$ cat config.mk
export PLATFORM = sky130hd
export DESIGN_NAME = joy_dir_conditioner
export DESIGN_NICKNAME = d
export VERILOG_FILES = /design/src/rtl/joy_dir_conditioner_pkg.sv /design/src/rtl/joy_debounce.sv /design/src/rtl/joy_dir_conditioner.sv
export SDC_FILE = /design/constraint.sdc
export NUM_CORES = 1
export LEC_CHECK = 0
export BUFFER_PORTS_ARGS = -buffer_cell sky130_fd_sc_hd__buf_2
export CELL_PAD_IN_SITES_DETAIL_PLACEMENT = 1
export CELL_PAD_IN_SITES_GLOBAL_PLACEMENT = 1
export CORE_ASPECT_RATIO = 1.2
export CORE_UTILIZATION = 47
export DETAILED_ROUTE_END_ITERATION = 8
export HOLD_SLACK_MARGIN = 0.05
export PLACE_DENSITY = 0.88
export SYNTH_ARGS = -nofsm -noshare
export SYNTH_HDL_FRONTEND = slang
export SYNTH_HIERARCHICAL = 1
export SYNTH_SLANG_ARGS = --single-unit
export TNS_END_PERCENT = 5
$ cat constraint.sdc
create_clock -name clk -period 3.6 [get_ports clk]
set_input_delay 0.36 -clock clk [delete_from_list [all_inputs] [get_ports clk]]
set_output_delay 0.36 -clock clk [all_outputs]
set_load 0.01 [all_outputs]
$ cat src/rtl/joy_dir_conditioner_pkg.sv
// Shared direction codes, request type and turn helpers for the joystick conditioner.
// The same 2-bit direction codes are used by game_logic.
package joy_dir_conditioner_pkg;

  localparam int DIR_W = 2;

  typedef logic [DIR_W-1:0] dir_t;

  localparam dir_t DIR_UP    = 2'b00;
  localparam dir_t DIR_RIGHT = 2'b01;
  localparam dir_t DIR_DOWN  = 2'b10;
  localparam dir_t DIR_LEFT  = 2'b11;

  typedef struct packed {
    logic valid;
    dir_t dir;
  } req_t;

  function automatic dir_t reverse_dir(input dir_t d);
    return d ^ 2'b10;
  endfunction

  // A real turn is neither straight ahead nor a 180-degree reversal.
  function automatic logic is_turn(input dir_t d, input dir_t ref_dir);
    return (d != ref_dir) && (d != reverse_dir(ref_dir));
  endfunction

endpackage

$ cat src/rtl/joy_debounce.sv
// Two-flop synchroniser for the raw stick inputs plus a stability counter on the
// decoded candidate; emits the accepted value and a one-cycle change strobe.
module joy_debounce #(
  parameter int SYNC_W = 4,
  parameter int DATA_W = 3,
  parameter int CYCLES = 250000
) (
  input  logic              clk,
  input  logic              reset,
  input  logic [SYNC_W-1:0] raw,
  output logic [SYNC_W-1:0] synced,
  input  logic [DATA_W-1:0] cand,
  output logic [DATA_W-1:0] stable,
  output logic              change
);

  localparam int CW = (CYCLES > 1) ? $clog2(CYCLES) : 1;
  localparam logic [CW-1:0] LAST = CW'(CYCLES - 1);

  logic [SYNC_W-1:0] meta_reg, sync_reg;
  logic [DATA_W-1:0] prev_reg, stable_reg;
  logic [CW-1:0]     count_reg, count_next;
  logic              change_reg, accept;

  generate
    for (genvar gi = 0; gi < SYNC_W; gi++) begin : g_sync
      always_ff @(posedge clk) begin
        if (reset) begin
          meta_reg[gi] <= 1'b0;
          sync_reg[gi] <= 1'b0;
        end else begin
          meta_reg[gi] <= raw[gi];
          sync_reg[gi] <= meta_reg[gi];
        end
      end
    end
  endgenerate

  // count_next holds the run length of identical candidates minus one, saturating.
  always_comb begin
    count_next = '0;
    if (cand == prev_reg) begin
      count_next = (count_reg == LAST) ? count_reg : count_reg + CW'(1);
    end
    accept = (count_next == LAST);
  end

  always_ff @(posedge clk) begin
    if (reset) begin
      prev_reg   <= '0;
      count_reg  <= '0;
      stable_reg <= '0;
      change_reg <= 1'b0;
    end else begin
      prev_reg   <= cand;
      count_reg  <= count_next;
      change_reg <= accept && (cand != stable_reg);
      if (accept) begin
        stable_reg <= cand;
      end
    end
  end

  assign synced = sync_reg;
  assign stable = stable_reg;
  assign change = change_reg;

endmodule

$ cat src/rtl/joy_dir_conditioner.sv
// Joystick direction conditioner: debounced turn requests, two-entry turn queue,
// one committed turn per upd_tick. Define JOY_DBG_EN to expose dbg_req/dbg_count.
module joy_dir_conditioner
  import joy_dir_conditioner_pkg::*;
#(
  parameter int         DEBOUNCE_CYCLES = 250000,
  parameter logic [1:0] INIT_DIR        = 2'b01,
  parameter int         QUEUE_DEPTH     = 2
) (
  input  logic       clk,
  input  logic       reset,
  input  logic       res_x_one,
  input  logic       res_x_two,
  input  logic       res_y_one,
  input  logic       res_y_two,
  input  logic       upd_tick,
  output logic [1:0] direction,
  output logic       turn_pending,
  output logic       turn_dropped
`ifdef JOY_DBG_EN
  ,
  output logic [2:0] dbg_req,
  output logic [1:0] dbg_count
`endif
);

  localparam logic [1:0] FULL = 2'(QUEUE_DEPTH);

  logic [3:0] sync;
  req_t       cand, stable_req;
  logic       change;

  dir_t       dir_reg;
  dir_t       q_reg [0:1];
  logic [1:0] count_reg, count_pop, count_next;
  logic       dropped_reg;

  dir_t       ref_dir, x_dir, y_dir;
  logic       x_def, y_def, pop, push, do_push, drop;

  joy_debounce #(
    .SYNC_W(4),
    .DATA_W(3),
    .CYCLES(DEBOUNCE_CYCLES)
  ) u_debounce (
    .clk   (clk),
    .reset (reset),
    .raw   ({res_x_one, res_x_two, res_y_one, res_y_two}),
    .synced(sync),
    .cand  (cand),
    .stable(stable_req),
    .change(change)
  );

  always_comb begin
    ref_dir = dir_reg;
    if (count_reg != 2'd0) begin
      ref_dir = (count_reg == FULL) ? q_reg[1] : q_reg[0];
    end

    x_def = sync[3] ^ sync[2];
    y_def = sync[1] ^ sync[0];
    x_dir = sync[3] ? DIR_RIGHT : DIR_LEFT;
    y_dir = sync[1] ? DIR_UP : DIR_DOWN;

    // On a diagonal the axis perpendicular to the current heading is the turn.
    cand = '0;
    if (x_def && (!y_def || !ref_dir[0])) begin
      cand = '{valid: 1'b1, dir: x_dir};
    end else if (y_def) begin
      cand = '{valid: 1'b1, dir: y_dir};
    end

    pop        = upd_tick && (count_reg != 2'd0);
    count_pop  = count_reg - {1'b0, pop};
    push       = change && stable_req.valid && is_turn(stable_req.dir, ref_dir);
    do_push    = push && (count_pop != FULL);
    drop       = push && !do_push;
    count_next = count_pop + {1'b0, do_push};
  end

  always_ff @(posedge clk) begin
    if (reset) begin
      dir_reg     <= INIT_DIR;
      q_reg[0]    <= DIR_UP;
      q_reg[1]    <= DIR_UP;
      count_reg   <= 2'd0;
      dropped_reg <= 1'b0;
    end else begin
      if (pop) begin
        dir_reg  <= q_reg[0];
        q_reg[0] <= q_reg[1];
      end
      // Later assignment wins when the pop shift and the push hit the same slot.
      if (do_push) begin
        q_reg[count_pop[0]] <= stable_req.dir;
      end
      count_reg   <= count_next;
      dropped_reg <= drop;
    end
  end

  assign direction    = dir_reg;
  assign turn_pending = (count_reg != 2'd0);
  assign turn_dropped = dropped_reg;

`ifdef JOY_DBG_EN
  always_ff @(posedge clk) begin
    if (reset) begin
      dbg_req   <= 3'b000;
      dbg_count <= 2'd0;
    end else begin
      dbg_req   <= stable_req;
      dbg_count <= count_reg;
    end
  end
`endif

endmodule

## Yosys cells after proc, flatten, opt, wreduce, memory -nomap -nowiden

Memory sizes are Yosys's and may differ from the RTL's.
Cells that the tools add are included.

- Bitwise gates (word level): 4
- Add/sub/neg operators: 3
- Equal/unequal tests: 8
- Multiplexer cells: 20
- Reductions and logical operators: 14

Operators with widths:

| cell | number |
|---|---|
| == test 18 bit (second input constant) | 2 |
| 2-to-1 mux 18 bit | 2 |
| adder 18 x 1 -> 18 bit (second input constant) | 1 |
| 2-to-1 mux 2 bit | 6 |
| 2-to-1 mux 1 bit | 10 |
| logical AND 1 bit | 8 |
| 2-to-1 mux 3 bit | 2 |
| != test 2 bit | 2 |
| == test 3 bit | 1 |
| zero test 1 bit | 3 |
| != test 3 bit | 1 |
| adder 2 x 1 -> 2 bit | 1 |
| == test 2 bit (second input constant) | 1 |
| != test 2 bit (second input constant) | 1 |
| nonzero test 2 bit | 1 |
| OR reduction 2 bit | 1 |
| subtractor 2 x 1 -> 2 bit | 1 |
| bitwise XOR 1 bit | 2 |
| logical OR 1 bit | 1 |
| inverter 1 bit | 1 |
| OR 1 bit | 1 |

- Logic and storage cells: 65
- Bits in writable memories: 4
- Input bits: 7
- Flip-flop bits (word level): 38
- Memories: 1

Memory list:

| memory | words | width | rd ports | clocked after memory_dff | wr ports | line | text |
|---|---|---|---|---|---|---|---|
| q_reg | 2 | 2 | 2 | 0 | 2 | joy_dir_conditioner.sv:34 | `dir_t q_reg [0:1];` |

## Longest topological paths before layout

Gate-level depths: netlist of run 1.

- Depth in word-level cells: 13
- Gate-level depth with buffers: 11
- Depth with buffers taken out: 11

## Cells and area by module

The synthesis of run 1 kept the hierarchy.

Modules (own cells, without submodules):

| module | area each (µm²) | times used | cells each |
|---|---|---|---|
| joy_debounce | 1617.8 | 1 | 166 |
| joy_dir_conditioner | 536.8 | 1 | 58 |

## Worst setup path before layout of run 1

OpenSTA, ideal clock, no wires.

- Path kind: flip-flop to flip-flop
- Start point: register count_reg[1] (netlist name)
- End point: register u_debounce.stable_reg[0], in the netlist u_debounce/stable[0]
- Period minus slack after synthesis: 2.512 ns
- Arrival: 2.389 ns
- Data required time: 3.477 ns
- Library setup time: 0.123 ns
- Slack: 1.088 ns
- Path buffers: 0
- Cell stages (with the launch flop): 11
- Cell sequence: dfxtp_1 -> mux2i_1 -> a211oi_1 -> o31ai_1 -> o21ai_0 -> xor2_1 -> nor3_1 -> o2111ai_1 -> a211oi_2 -> nand4_2 -> mux2_1

RTL lines:

| what | line | text |
|---|---|---|
| end signal, assigned | joy_debounce.sv:59 | `stable_reg <= cand;` |
| end, declared | joy_debounce.sv:21 | `logic [DATA_W-1:0] prev_reg, stable_reg;` |

==> results of run 1 <==
worst paths after layout:
kind                                                to                    from
worst max-delay path              u_debounce/stable[0]            count_reg[1]
worst min-delay path            u_debounce/meta_reg[0]               res_y_two
worst max register to register    u_debounce/stable[0]            count_reg[1]
worst min register to register    u_debounce/synced[2]  u_debounce/meta_reg[2]
synthesized netlist by cell type, drive strengths merged (6+ instances only):
master  instances
nand4           9
xnor2          15
nor2           29
xor2           11
and2b           6
inv             6
mux2i           6
nand3          10
dfxtp          38
nor2b          12
nand2          12
metal layers:
layer,up-vias,wire (µm)
met3,6,92
met4,0,61
li1,792,-
met5,-,0
met2,15,2320
met1,809,1860
final cells by class:
cell class              count  area, µm²
clock buffers               6       72.6
fillers                   521       2030
inverters                   6       22.5
multi-input cells         168       1190
clock inverters             2       10.0
repair buffers             10       50.0
well taps                  56       70.1
flip-flops and latches     42        881
through the flow:
stage | util, % | hold slack, ns
CTS | 53.0 | 0.268
detailed placement | 51.1 | 0.437
finish | 53.0 | 0.272
global route | 53.0 | 0.290
global placement | 51.1 | 0.429
floorplan | - | 0.414
where the power goes:
part	internal (W)	switching [W]	leakage, nW
clock	0.000135	0.000160	0.0450
sequential	0.000482	0.00000837	0.346
combinational	0.0000205	0.0000312	0.480
total	0.000637	0.000199	0.871
cell families after synthesis:
group                    after synthesis  share of synthesized area [%]
AND/OR/NAND/NOR                      108                           30.1
flip-flops                            42                           40.9
XOR/XNOR                              26                           10.6
AO/OA/AOI/OAI                         21                           7.67
buffers and inverters                 14                           3.95
multiplexers                          10                           5.05
adder cells (fa/ha/maj)                3                           1.74
layout by cell type (no fill, tap or decap), drive strengths merged, types with 2 or more instances in the layout:
cell type	instances
and2b	6
edfxtp	4
nand3b	4
nand3	10
mux2i	6
a21oi	2
and2	2
clkinv	2
ha	3
xnor2	15
mux2	4
o2111ai	2
buf	10
and3	2
dfxtp	38
inv	6
o2bb2ai	2
or3	2
nor4	5
nand2	12
nor2b	12
nand2b	3
nor3	5
o31ai	2
nand4	9
nor2	29
clkbuf	6
nor3b	2
o21a	2
o21ai	3
a211oi	4
xor2	11
==> metrics.csv, run 1 <==
metric;value;unit
drt first pass iters;4;
DP Wirelength;3200;µm
register-to-register setup slack;0.63;ns
critical path's slowest cell;nor3_1;
final cell count without fillers;290;
power per cell area;364;mW/mm²
Hold Path Class;input pin to flop;
Tot Pwr;0.000836;W
row cnt;26;
Die Area;0.00486;mm²
MaxCap Viol Count;0;
crit path max fanout;4;
Post-CTS Setup Bufs;0;
CTS resizes;0;
grt met1 use;22.6;%
# clock sinks;42;
CP required;3.78;ns
CP Buf/Inv Count;0;
Yosys reg bits;42;
grt total ovfl;0;
EDFF count, synth;4;
Starting Density;49.8;%
Mapped Nets;234;
IO buf count;10;
final setup vio count;0;
Achievable Freq;337;MHz
RePlAce Congestion;0.759;
synthesized instance count;224;
post-synthesis area per instance;9.62;µm²
crit-path cells;mux2i_1 -> a211oi_1 -> o31ai_1 -> o21ai_0 -> xor2_1 -> nor3_1 -> o2111ai_1 -> a211oi_2 -> nand4_2 -> mux2_1;
met3 Use GR;3.59;%
Hold Crit Depth;2;
Post-layout nets;243;
setup_tns;0;ns
GRT busiest layer;met2;
pin count of the biggest net entering global routing;29;
Reg clk slew, reported paths;0.08;ns
Leakage;0.871;nW
Finished Cell Area;0.00229;mm²
vias per cell;5.59;
area leader, netlist;dfxtp_1;
RSZ-0062 raised after global routing;false;
pre-CTS setup slack;0.651;ns
first-pass GRT wire length;7470;µm
CTS root buffer;clkbuf_8;
clk_skew;0.00744;ns
CTS tree;done;
min setup slack post-route;0.633;ns
Pins Over Slew Limit;0;
CORE AREA;0.00433;mm²
Post-Syn Area;0.00215;mm²
CP Depth;10;
max reg flops;18;
antenna cell count;0;
R2R depth;10;
Ys Warns;6;
antenna violations before repair;0;
Crit Path Category;flop to flop;
die height;76.2;µm
async set-or-reset flop fraction in the synthesized netlist;0;%
CTS Hold Bufs;0;
met2 Use GR;34.8;%
crit end category;flop;
Initial DRC Count;67;
total length of routed wires;4330;µm
Rel. slew slack;53.4;%
Worst-Skew Late Latency;0.29;ns
post-synth top area share;35.3;%
Distinct cells, synth;52;
CP delay by family, top;compound AO/OA/AOI/OAI gates;
Chip Width;63.8;µm
vias in the first global route;1614;
Num CTS Buffers;5;
Crit path largest cell delay;0.41;ns
vias after detailed routing;1622;
per-cell routed wire length;14.9;µm
clk buf depth;2;
post-route clock period utilization;82.4;%
Top FF cell, synth;dfxtp_1;
layout cells sized above 1;17.1;%
htree depth;2;
GRT Total Usage;19.4;%
DRC viols;0;
Post-DP Area;0.00221;mm²
Final ANT Viol Nets;0;
register area share after synthesis;40.9;%
crit path time final;2.97;ns
endpoints failing hold;0;
Worst VDD drop;0.169;mV
status;complete, no violations;
Arr. time, crit path;3.15;ns
I/O Pins;11;
dpl cells;282;
ranking of synthesized cells by area;dfxtp_1 (35%), xnor2_1 (6.1%), edfxtp_1 (5.6%);
area grow syn2layout;6.50;%
crit path launch type;flop;
Worst Tran Pin Value;0.698;ns
No activity file was read; power rests on OpenSTA's default activity.
==> run 2: changes to the inputs <==
ABC_AREA = 1   (was not set)
CORE_UTILIZATION = 44   (was 47)
PLACE_DENSITY = 0.89   (was 0.88)
clock period = 2.89 ns   (was 3.6 ns; I/O delays follow)
==> run 2 against run 1 <==
  * Clock skew about the same
  * Design area increased by 13%
  * Via count increased by 39%
  * Critical path type unchanged
  * Largest cell class unchanged
  * Final cell count increased by 47%
  * Sequential power increased by 24%
  * Highest routed layer unchanged
  * Synthesized cell count increased by 56%
  * Worst setup slack got worse by 0.32 ns
  * Clock power increased by 30%
==> metrics.csv, run 2 <==
metric;value;unit;change
CP required;3.08;ns;-0.70 ns
GRT Total Usage;23.7;%;+4.3 points
Num CTS Buffers;5;;unchanged
area leader, netlist;dfxtp_1;;
CORE AREA;0.00504;mm²;+17%
row cnt;28;;+7.7%
Reg clk slew, reported paths;0.08;ns;about the same
EDFF count, synth;4;;unchanged
cell mode on critical path;nand2_1;;
DP Wirelength;4950;µm;+55%
Distinct cells, synth;33;;-37%
grt total ovfl;0;;unchanged
Starting Density;47.0;%;-2.8 points
post-synthesis area per instance;6.77;µm²;-30%
Die Area;0.00569;mm²;+17%
crit end category;flop;;
DRC viols;0;;unchanged
MaxCap Viol Count;0;;unchanged
Synth Area in XOR/XNOR;3.32;%;-7.2 points
Worst VDD drop;0.338;mV;+100%
power per cell area;420;mW/mm²;+15%
htree depth;2;;unchanged
RePlAce Congestion;0.885;;+17%
per-cell routed wire length;14.9;µm;-0.23%
Post-layout nets;376;;+55%
Crit path largest cell delay;0.37;ns;-0.04 ns
adder-cell share of the synthesized area;1.58;%;-0.16 points
endpoints failing hold;0;;unchanged
Pins Over Slew Limit;0;;unchanged
minimum hold slack;0.193;ns;-0.0792 ns
Leakage;1.18;nW;+35%
min setup slack post-route;0.309;ns;-0.324 ns
top cells by count, synth;nand2_1 (78), nor2_1 (71), inv_1 (50), dfxtp_1 (38), nand3_1 (29);;
post-route clock period utilization;89.3;%;+6.9 points
final setup vio count;0;;unchanged
total length of routed wires;6370;µm;+47%
pre-CTS setup slack;0.164;ns;-0.487 ns
register area share after synthesis;37.2;%;-3.7 points
Top FF cell, synth;dfxtp_1;;
Achievable Freq;387;MHz;+15%
status;complete, no violations;;
grt met1 use;28.2;%;+5.6 points
pin count of the biggest net entering global routing;27;;-6.9%
clk_skew;0.00765;ns;+0.000213 ns
Compound-Gate Fraction of Synth Area;2.85;%;-4.8 points
antenna cell count;0;;unchanged
final cell count without fillers;427;;+47%
Worst-Skew Late Latency;0.30;ns;about the same
RSZ-0062 raised after global routing;false;;
async set-or-reset flop fraction in the synthesized netlist;0;%;unchanged
Worst Tran Pin Value;0.390;ns;-0.309 ns
mux cell area share after synthesis;0;%;-5.1 points
GRT busiest layer;met2;;
crit path max fanout;17;;+13
Ys Warns;6;;unchanged
Post-Syn Area;0.00237;mm²;+10%
crit-path cells;nor2_1 -> nand2_1 -> nand3_2 -> or2_0 -> nand2_1 -> nand2_1 -> o21ai_1 -> xnor2_1 -> nand3_2 -> inv_2 -> buf_6 -> nand3_1 -> nor2_1 -> nand3_1 -> nor2_2 -> nand3_1 -> nand2_1 -> nor2_1;;
# clock sinks;42;;unchanged
Critical R2R Launch;count_reg[1];;
clk buf depth;2;;unchanged
CTS root buffer;clkbuf_8;;
vias in the first global route;2319;;+44%
Crit Path Category;flop to flop;;
Post-Synth Simple-Gate Area;45.4;%;+15 points
Arr. time, crit path;2.77;ns;-0.38 ns
drt first pass iters;4;;unchanged
CP delay by family, top;simple AND/OR/NAND/NOR gates;;
CTS tree;done;;
Yosys reg bits;42;;unchanged
Mapped Nets;360;;+54%
synthesized instance count;350;;+56%
max reg flops;18;;unchanged
Rel. slew slack;73.9;%;+20 points
area grow syn2layout;9.45;%;
dpl cells;417;;+48%
hold path startpoint;res_y_one;;
Initial DRC Count;107;;+60%
met2 Use GR;44.8;%;+10 points
post-synth top area share;32.1;%;-3.2 points
layout cells sized above 1;15.3;%;-1.8 points
vias per cell;5.29;;-5.4%
commonest non-fill, non-tap cell in the layout;nand2_1;;
ranking of synthesized cells by area;dfxtp_1 (32%), nand2_1 (12%), nor2_1 (11%);;
Hold Path Class;input pin to flop;;
worst setup path start;count_reg[1];;
Final ANT Viol Nets;0;;unchanged
first-pass GRT wire length;10700;µm;+43%
setup_tns;0;ns;unchanged
most frequent cells in the layout;nand2_1 (78), nor2_1 (70), inv_1 (49), dfxtp_1 (38), nand3_1 (29);;
I/O Pins;11;;unchanged
met3 Use GR;3.52;%;-0.073 points
die height;82.4;µm;+8.2%
critical path's slowest cell;dfxtp_1;;
vias after detailed routing;2259;;+39%
crit path launch type;flop;;
Chip Width;69.0;µm;+8.2%
CP Buf/Inv Count;2;;+2
antenna violations before repair;0;;unchanged
top-count cell post-synth;nand2_1;;
Tot Pwr;0.00109;W;+30%
main combinational cell family by area after synthesis;simple AND/OR/NAND/NOR gates;;
IO buf count;10;;unchanged
crit path time final;2.58;ns;-0.386 ns
==> run 2: cell count changes in the layout (fill, tap and decap cells not counted), moves of 8 or more <==
cell	change
nand4_1	+8
nor2_1	+41
inv_1	+43
xnor2_1	-11
nor2b_1	-12
nand3_1	+20
nand2_1	+66
==> run 2: report_power, final <==
| group | internal [W] | switching (W) |
|---|---|---|
| registers | 0.000600 | 0.00000811 |
| logic | 0.0000351 | 0.0000656 |
| clock network | 0.000171 | 0.000210 |
==> run 2: what timing repair did <==
action | in CTS | in global routing
hold buffers | 0 | 0
resized for setup | 0 | 3
buffers inserted | 0 | 2
endpoints found under the setup margin | 0 | 4
==> run 2: stage by stage <==
| step | util [%] | cell area, µm² |
|---|---|---|
| global route | 51.4 | 2590 |
| global placement | 49.3 | 2490 |
| finish | 51.4 | 2590 |
| floorplan | - | 2370 |
| detailed placement | 49.3 | 2490 |
| CTS | 51.0 | 2570 |
==> run 2: cell type report <==
cell class | count | area (µm²)
inverters | 55 | 206
flip-flops and latches | 42 | 881
clock inverters | 2 | 13.8
fillers | 686 | 2450
repair buffers | 14 | 83.8
well taps | 60 | 75.1
clock buffers | 6 | 72.6
multi-input cells | 248 | 1260
==> run 2: routing by layer <==
layer  wire length (µm)  up-vias  share of wire [%]
li1                   -     1124                  -
met5                  0        -                  0
met1               2850     1091                 45
met4                 71        0                1.1
met3                189        7                3.0
met2               3260       37                 51
==> run 2: cell families (layout without fill, tap and decap cells) <==
family	after synthesis	count (layout)
compound gates	10	10
xor+xnor	9	9
fa+ha+maj	3	3
buf+inv	60	77
flops	42	42
simple gates	226	226
==> run 2: worst reg2reg max path: cells and delay by family (launching register included) <==
kind	cells	cell delay [ns]
simple gates	14	1.51
buf+inv	2	0.29
xor+xnor	1	0.17
compound gates	1	0.14
flops	1	0.37
==> run 2: worst paths after layout <==
kind / depth (start not counted) / slack [ns] / to
worst min register to register: 2 / 0.41 / u_debounce/synced[2]
worst min-delay path: 3 / 0.19 / u_debounce/meta_reg[1]
worst max register to register: 18 / 0.31 / u_debounce/stable[2]
worst max-delay path: 18 / 0.31 / u_debounce/stable[2]
==> run 3: changes to the inputs <==
CORE_UTILIZATION = 40   (was 44)
PLACE_DENSITY = 0.83   (was 0.89)
TNS_END_PERCENT = 10   (was 5)
==> run 3 against run 2 <==
  * Register-to-register slack got worse by 0.13 ns
  * Sequential share of layout area down 0.74 points
  * Critical path type unchanged
  * Largest cell class unchanged
  * Count of clock-buffer cells in the layout stayed put
  * Die area grew 9.7%
  * Critical path depth unchanged
  * Critical endpoint unchanged
==> metrics.csv, run 3 (synthesized netlist as in run 2, its figures left out) <==
metric;value;unit;change
per-cell routed wire length;13.4;µm;-9.9%
Rel. slew slack;78.4;%;+4.5 points
MaxCap Viol Count;0;;unchanged
reg2reg end;u_debounce/stable[2];;
crit path launch type;flop;;
Die Area;0.00624;mm²;+9.7%
layout cells sized above 1;15.5;%;+0.23 points
DP Wirelength;4810;µm;-2.8%
vias per cell;4.93;;-6.8%
Achievable Freq;369;MHz;-4.7%
# clock sinks;42;;unchanged
fill cell count;756;;+10%
first-pass GRT wire length;10300;µm;-3.7%
Leakage;1.19;nW;+1.0%
endpoints failing hold;0;;unchanged
drt first pass iters;4;;unchanged
routed wl met2;3130;µm;-4.0%
antenna cell count;0;;unchanged
Finished Cell Area;0.00265;mm²;+2.2%
total length of routed wires;6020;µm;-5.5%
crit path time final;2.71;ns;+0.127 ns
I/O Pins;11;;unchanged
area grow syn2layout;11.9;%;
crit end category;flop;;
clock share of power;39.9;%;+5.0 points
Util after Layout;46.8;%;-4.6 points
clk buf depth;2;;unchanged
grt total ovfl;0;;unchanged
htree depth;2;;unchanged
final cell count without fillers;448;;+4.9%
Pins Over Slew Limit;0;;unchanged
Num CTS Buffers;5;;unchanged
RePlAce Congestion;0.856;;-3.3%
P_int;0.000893;W;+11%
Hold Crit Depth;3;;unchanged
CTS root buffer;clkbuf_8;;
most frequent cells in the layout;nand2_1 (78), nor2_1 (71), inv_1 (49), dfxtp_1 (38), nand3_1 (29);;
dpl cells;437;;+4.8%
Crit Path Category;flop to flop;;
register-to-register setup slack;0.18;ns;-0.13 ns
top routing layer in use;met4;;
crit path max fanout;17;;unchanged
antenna violations before repair;0;;unchanged
combinational cell fraction of total power;8.5;%;-0.7 points
post-route met1 wirelength;2660;µm;-6.5%
Worst VDD drop;0.351;mV;+3.8%
Chip Width;72.3;µm;+4.7%
Critical R2R Launch;count_reg[1];;
hold path endpoint;u_debounce/meta_reg[1];;
Post-DP Area;0.00251;mm²;+1.0%
Arr. time, crit path;2.90;ns;+0.13 ns
pin count of the biggest net entering global routing;21;;-22%
status;complete, no violations;;
row cnt;30;;+7.1%
clk_skew;0.00708;ns;-0.000572 ns
R2R depth;18;;unchanged
max reg flops;18;;unchanged
post-route clock period utilization;93.7;%;+4.4 points
power per cell area;444;mW/mm²;+5.9%
routed wl met3;121;µm;-36%
vias in the first global route;2286;;-1.4%
Tot Pwr;0.00118;W;+8.2%
die height;86.3;µm;+4.8%
commonest non-fill, non-tap cell in the layout;nand2_1;;
Worst-Skew Late Latency;0.30;ns;about the same
GRT Total Usage;21.4;%;-2.3 points
Initial DRC Count;86;;-20%
Net Sw Power;0.000286;W;+0.78%
vias after detailed routing;2209;;-2.2%
IO buf count;10;;unchanged
hold path startpoint;res_y_one;;
Starting Density;41.8;%;-5.2 points
Hold Path Class;input pin to flop;;
Reg clk slew, reported paths;0.08;ns;about the same
CP required;3.08;ns;about the same
Post-layout nets;377;;+0.27%
Seq pwr share;51.6;%;-4.2 points
Worst Tran Pin Value;0.323;ns;-0.0670 ns
Final ANT Viol Nets;0;;unchanged
Net Sw Frac;24.3;%;-1.8 points
CTS Hold Bufs;0;;unchanged
CTS tree;done;;
final setup vio count;0;;unchanged
DRC viols;0;;unchanged
CORE AREA;0.00567;mm²;+12%
-- run 3: power by group through the flow --
| stage | combinational (W) | clock, W | sequential, W |
|---|---|---|---|
| floorplan | 0.0000669 | 0 | 0.000619 |
| global placement | 0.0000837 | 0 | 0.000621 |
| detailed placement | 0.0000880 | 0 | 0.000622 |
| CTS | 0.0000884 | 0.000487 | 0.000608 |
| global route | 0.000112 | 0.000502 | 0.000609 |
| finish | 0.000100 | 0.000471 | 0.000608 |
-- run 3: layout make-up --
cell class | instances | area, µm² | share of cell area, %
timing repair buffer | 15 | 91.3 | 3.44
clock inverter | 2 | 37.5 | 1.42
tap | 80 | 100 | 3.77
clock buffer | 6 | 72.6 | 2.74
multi-input combinational | 248 | 1260 | 47.6
inverter | 55 | 206 | 7.78
sequential | 42 | 881 | 33.2
-- run 3: worst max path at each step --
| stage | start | end | slack (ns) | cells after the start |
|---|---|---|---|---|
| 2_1_floorplan | direction[0] | u_debounce/stable[0] | 0.63 | 18 |
| 3_3_place_gp | count_reg[1] | u_debounce/stable[2] | 0.35 | 18 |
| 3_5_place_dp | count_reg[1] | u_debounce/stable[2] | 0.12 | 18 |
| 4_1_cts | count_reg[0] | u_debounce/stable[2] | 0.09 | 18 |
| 5_1_grt | count_reg[1] | u_debounce/stable[1] | -0.05 | 18 |
| 6_report | count_reg[1] | u_debounce/stable[2] | 0.18 | 18 |
-- run 3: routing by layer --
layer  up-vias  GRT usage (%)
met5         -              0
met4         0           5.88
met3         8           3.84
met2        22           38.7
met1      1051           25.7
li1       1128              -
-- run 3: repair_timing --
| action | 4_1_cts | 5_1_grt |
|---|---|---|
| resized for setup | 0 | 3 |
| setup endpoints to repair | 0 | 4 |
| hold endpoints to repair | 0 | 0 |
| setup buffers | 0 | 3 |
-- run 3: critical path: stages, from the launching register on --
cell and delay, ns:
dfxtp_1 0.39, nor2_1 0.09, nand2_1 0.11, nand3_2 0.11
or2_0 0.21, nand2_1 0.12, nand2_1 0.09, o21ai_2 0.09
xnor2_1 0.16, nand3_2 0.17, inv_2 0.13, buf_6 0.17
nand3_1 0.11, nor2_1 0.15, nand3_1 0.13, nor2_2 0.15
nand3_1 0.10, nand2_1 0.08, nor2_1 0.04
-- run 3: stage by stage --
| stage | hold WS, ns | setup slack, ns | setup TNS [ns] |
|---|---|---|---|
| after global routing | 0.190 | -0.0461 | -0.122 |
| after floorplan | 0.358 | 0.628 | 0 |
| final | 0.192 | 0.182 | 0 |
| after detailed placement | 0.399 | 0.118 | 0 |
| after CTS | 0.181 | 0.0865 | 0 |
| after global placement | 0.391 | 0.348 | 0 |
